<file path="src/rtl/mem_wb_latch.sv">
// MEM/WB pipeline latch with data-memory wait handling, sticky halt and retire counter.
module mem_wb_latch (
   input  logic        CLK,
   input  logic        nRST,
   input  logic        ihit,
   input  logic        dhit,
   input  logic        flush,
   input  logic        mem_valid,
   input  logic        mem_dREN,
   input  logic        mem_dWEN,
   input  logic        mem_regWr,
   input  logic [2:0]  mem_regSel,
   input  logic [4:0]  mem_regDst,
   input  logic [31:0] mem_nPC,
   input  logic [31:0] mem_ALUOut,
   input  logic [31:0] mem_lui,
   input  logic [31:0] dmemload,
   input  logic        mem_halt,
   output logic        wb_valid,
   output logic        regWr,
   output logic [2:0]  regSel,
   output logic [4:0]  regDst,
   output logic [31:0] nPC,
   output logic [31:0] ALUOut,
   output logic [31:0] lui,
   output logic [31:0] wb_dmemload,
   output logic        halt,
   output logic        mem_stall,
   output logic        dreq_mask,
   output logic [31:0] retired
);

   localparam int unsigned WORD_W = 32;
   localparam int unsigned REG_W  = 5;
   localparam int unsigned SEL_W  = 3;

   // RUN: no pending load; DWAIT: waiting for dhit; DHELD: load data parked until ihit
   typedef enum logic [1:0] {
      RUN   = 2'd0,
      DWAIT = 2'd1,
      DHELD = 2'd2
   } state_t;

   state_t              r_state;
   state_t              w_next_state;
   logic [WORD_W-1:0]   r_held;
   logic [WORD_W-1:0]   w_next_held;
   logic                w_acc;
   logic                w_adv;
   logic                w_commit;

   assign w_acc     = mem_valid & (mem_dREN | mem_dWEN);
   assign w_adv     = ihit & (~w_acc | dhit | (r_state == DHELD));
   assign w_commit  = w_adv & ~flush;
   assign mem_stall = w_acc & ~w_adv;
   assign dreq_mask = (r_state == DHELD);

   // State and held-load register
   always_ff @(posedge CLK or negedge nRST) begin
      if (!nRST) begin
         r_state <= RUN;
         r_held  <= '0;
      end else begin
         r_state <= w_next_state;
         r_held  <= w_next_held;
      end
   end

   // Next-state logic; a flush accepted by the pipeline discards any pending load
   always_comb begin
      w_next_state = r_state;
      w_next_held  = r_held;
      case (r_state)
         RUN: begin
            if (w_acc && !dhit) begin
               w_next_state = DWAIT;
            end else if (w_acc && dhit && !ihit) begin
               w_next_state = DHELD;
               w_next_held  = dmemload;
            end
         end
         DWAIT: begin
            if (dhit && ihit) begin
               w_next_state = RUN;
            end else if (dhit && !ihit) begin
               w_next_state = DHELD;
               w_next_held  = dmemload;
            end
         end
         DHELD: begin
            if (ihit) w_next_state = RUN;
         end
         default: w_next_state = RUN;
      endcase
      if (flush && ihit) begin
         w_next_state = RUN;
         w_next_held  = '0;
      end
   end

   // Pipeline latch: capture on a committed advance, bubble otherwise, hold without ihit
   always_ff @(posedge CLK or negedge nRST) begin
      if (!nRST) begin
         wb_valid    <= 1'b0;
         regWr       <= 1'b0;
         regSel      <= '0;
         regDst      <= '0;
         nPC         <= '0;
         ALUOut      <= '0;
         lui         <= '0;
         wb_dmemload <= '0;
      end else if (ihit) begin
         if (w_commit) begin
            wb_valid    <= mem_valid;
            regWr       <= mem_regWr;
            regSel      <= mem_regSel;
            regDst      <= mem_regDst;
            nPC         <= mem_nPC;
            ALUOut      <= mem_ALUOut;
            lui         <= mem_lui;
            wb_dmemload <= (r_state == DHELD) ? r_held : dmemload;
         end else begin
            wb_valid    <= 1'b0;
            regWr       <= 1'b0;
            regSel      <= SEL_W'(0);
            regDst      <= REG_W'(0);
            nPC         <= WORD_W'(0);
            ALUOut      <= WORD_W'(0);
            lui         <= WORD_W'(0);
            wb_dmemload <= WORD_W'(0);
         end
      end
   end

   // Sticky halt and retired-instruction counter
   always_ff @(posedge CLK or negedge nRST) begin
      if (!nRST) begin
         halt    <= 1'b0;
         retired <= '0;
      end else if (w_commit && mem_valid) begin
         retired <= retired + WORD_W'(1);
         if (mem_halt) halt <= 1'b1;
      end
   end

endmodule

</file>
<file path="config.mk">
export PLATFORM = sky130hd
export DESIGN_NAME = mem_wb_latch
export DESIGN_NICKNAME = d
export VERILOG_FILES = /design/src/rtl/mem_wb_latch.sv
export SDC_FILE = /design/constraint.sdc
export NUM_CORES = 1
export LEC_CHECK = 0
export BUFFER_PORTS_ARGS = -buffer_cell sky130_fd_sc_hd__buf_2
export CORE_MARGIN = 2
export CORE_UTILIZATION = 49
export DETAILED_ROUTE_END_ITERATION = 7
export PLACE_DENSITY = 0.8
export SYNTH_ARGS = -nofsm -noshare
export SYNTH_HDL_FRONTEND = slang
export SYNTH_SLANG_ARGS = --single-unit
export TNS_END_PERCENT = 10
</file>
<file path="constraint.sdc">
create_clock -name CLK -period 2.1 [get_ports CLK]
set_input_delay 0.42 -clock CLK [delete_from_list [all_inputs] [get_ports CLK]]
set_output_delay 0.42 -clock CLK [all_outputs]
set_load 0.03 [all_outputs]
</file>
==> impl_metrics.json <==
{
  "antenna_found_initial": 0,
  "syn_area_um2": 8123,
  "fin_crit_ns": 2.012,
  "syn_area_per_cell_um2": 12.91,
  "synth_edf_count": 0,
  "ir_drop_uv": 561.1,
  "comb_power_share_pct": 17.6,
  "clk_pin_slew_ns": 0.06,
  "grtUsageTotal_pct": 25.04,
  "areaGrowthSynthToFinish_pct": 32.33,
  "worstSetupEndpointType": "primary output",
  "grt_pass1_wl_um": 35400,
  "synth_area_leaders": "dfrtp_1, a22o_1, mux2i_1",
  "fin_ws_ns": 0.08810,
  "synthFlopType": "dfrtp_1",
  "powerDensity_nw_per_um2": 915.5,
  "wl_met2_um": 11190,
  "fin_nets": 1098,
  "intPower_mw": 6.996,
  "setup.worst_path.start_class": "flop",
  "cts-buffers-inserted": 21,
  "cts_max_level": 1,
  "first_pass_iters": 5,
  "grt_max_degree": 85,
  "io-pin-count": 319,
  "maxSlewViolCount": 0,
  "fin_setup_tns_ns": 0,
  "tightest_slew_ns": 0.5748,
  "n_antenna_cell": 0,
  "drive_gt1_share_pct": 40.02,
  "pwr-share-seq_pct": 45.9,
  "cts-root-buf": "clkbuf_16",
  "period_share_pct": 95.80,
  "top_layer": "met4",
  "status": "finished clean",
  "viasPerCell": 5.489,
  "rows": 47,
  "cts_tree": "done",
  "core_area_um2": 16410,
  "wl_per_cell_um": 18.88,
  "fin_worst_skew_ns": 0.01325,
  "clkPwrFrac_pct": 36.5,
  "worstPathRequired_ns": 1.68,
  "setup_violations": 0,
  "die_h_um": 132.8,
  "drtAntennaViolNets": 0,
  "clock_sinks": 205,
  "ys_seq_area_share_pct": 63.15,
  "start_util_pct": 49.51,
  "synthDistinctLibCells": 39,
  "syn_nets": 776,
  "ys_async_sr_fraction_pct": 100.0,
  "post-place-ws_ns": 0.2484,
  "yosys_warnings": 0,
  "drt_wl_total_um": 22320,
  "worstPathMaxFanout": 7,
  "yosys.area.top_type_share_pct": 63.15,
  "power.leakage_nw": 5.545,
  "grt_overflow": 0,
  "wl_met3_um": 1296,
  "syn_inst": 629,
  "clock_path_buffers": 3,
  "path_delay_family": "flip-flops",
  "crit_path_max_incr_delay_ns": 0.45,
  "dieArea_um2": 17620,
  "num_vias": 6488,
  "ys_seq_elements": 205,
  "io_buffers": 318,
  "die_w_um": 132.8,
  "dp_hpwl_um": 15460,
  "drv_cap": 0,
  "drc": 0,
  "worst-path-buf-inv": 1,
  "slowest_stage": "dfrtp_1",
  "place.gp.congestion": 0.8452,
  "drt-met1-wl_um": 9068,
  "critPathArrivalTime_ns": 1.59,
  "grt_pass1_vias": 6547,
  "ys_top_cells_by_count": "dfrtp_1, a22o_1, nand2_1, mux2i_1, o2bb2ai_1",
  "hp-class": "input pin to flop",
  "switching_share_pct": 28.90,
  "hold_ws_ns": 0.1157,
  "drtIter0Drc": 297,
  "synth_most_common_cell": "dfrtp_1",
  "clock_latency_ns": 0.49,
  "switching_power_mw": 2.844,
  "setup.worst_path.class": "flop to primary output",
  "finalPower_mw": 9.840,
  "yosysTopAreaCell": "dfrtp_1",
  "fin_util_pct": 65.52,
  "slew_headroom_pct": 61.68,
  "critical_path.cell_chain": "nand2b_4 -> a21oi_1 -> nor2_1 -> buf_2",
  "fmax_mhz": 497.0,
  "hold_violations": 0,
  "rsz0062_at_grt": "false"
}
state kept, by name, summed over array words and instances, names as in the netlist:
register,flops
ALUOut,32
lui,32
nPC,32
r_held,32
retired,32
wb_dmemload,32
regDst,5
regSel,3
r_state,2
halt,1
regWr,1
wb_valid,1
cell families (layout without fill, tap and decap cells):
| kind of cell | count (synthesis) | after routing | share of synthesized area [%] |
|---|---|---|---|
| compound gates | 180 | 180 | 18.47 |
| simple gates | 128 | 128 | 7.794 |
| flops | 205 | 205 | 63.15 |
| xor+xnor | 31 | 31 | 3.343 |
| buf+inv | 51 | 384 | 3.004 |
| mux | 33 | 33 | 4.082 |
| fa+ha+maj | 1 | 1 | 0.1540 |
layout by cell type (no fill, tap or decap), types with 20 or more instances in the layout:
cell | synthesis | layout
buf_2 | 12 | 317
dfrtp_1 | 205 | 205
a22o_1 | 105 | 105
nand2_1 | 71 | 71
mux2i_1 | 32 | 32
o2bb2ai_1 | 32 | 32
xnor2_1 | 29 | 29
o21ai_0 | 22 | 22
clkbuf_16 | 0 | 21
nand4_1 | 20 | 20
what timing repair did:
action                                  CTS  global route
endpoints found under the setup margin    2             2
setup buffers                             0             0
hold endpoints to repair                 48             0
resized for setup                         1             1
hold buffers                              1             0
cell type report:
class,count,area (um2)
Multi-Input combinational cell,373,2756
Inverter,7,28.78
Tap cell,220,275.3
Timing Repair Buffer,343,1903
Fill cell,1225,5658
Clock inverter,5,50.05
Clock buffer,29,605.6
Sequential cell,205,5130
power by group through the flow:
stage | clock network (mW) | registers (mW) | logic (mW)
final | 3.59 | 4.51 | 1.73
after global placement | 0 | 4.57 | 1.69
after detailed placement | 0 | 4.58 | 1.74
after global routing | 3.81 | 4.55 | 1.85
after floorplan | 0 | 5.07 | 0.517
after CTS | 3.66 | 4.51 | 1.75
worst paths after layout:
kind	from	end	slack, ns	cells past startpoint
max	r_state[1]$_DFFE_PN0P_	mem_stall	0.09	4
min	dhit	r_state[0]$_DFFE_PN0P_	0.12	2
max reg2reg	retired[2]$_DFFE_PN0P_	retired[23]$_DFFE_PN0P_	0.36	5
min reg2reg	halt$_DFFE_PN0P_	halt$_DFFE_PN0P_	0.46	1
max in group asynchronous	nRST	ALUOut[28]$_DFFE_PN0P_	1.02	3
min in group asynchronous	nRST	ALUOut[4]$_DFFE_PN0P_	0.47	2
layer usage:
layer | track usage, % | vias up
li1 | - | 2949
met1 | 33.36 | 3209
met2 | 41.88 | 267
met3 | 3.755 | 63
met4 | 9.319 | 0
met5 | 0 | -
through the flow:
stage	std cells	cell area (um2)
after floorplan	629	8123
after global placement	1147	10080
after detailed placement	1147	10080
after CTS	1182	10740
after global routing	1182	10750
final	1182	10750
Power figures use the tool's default switching activity.
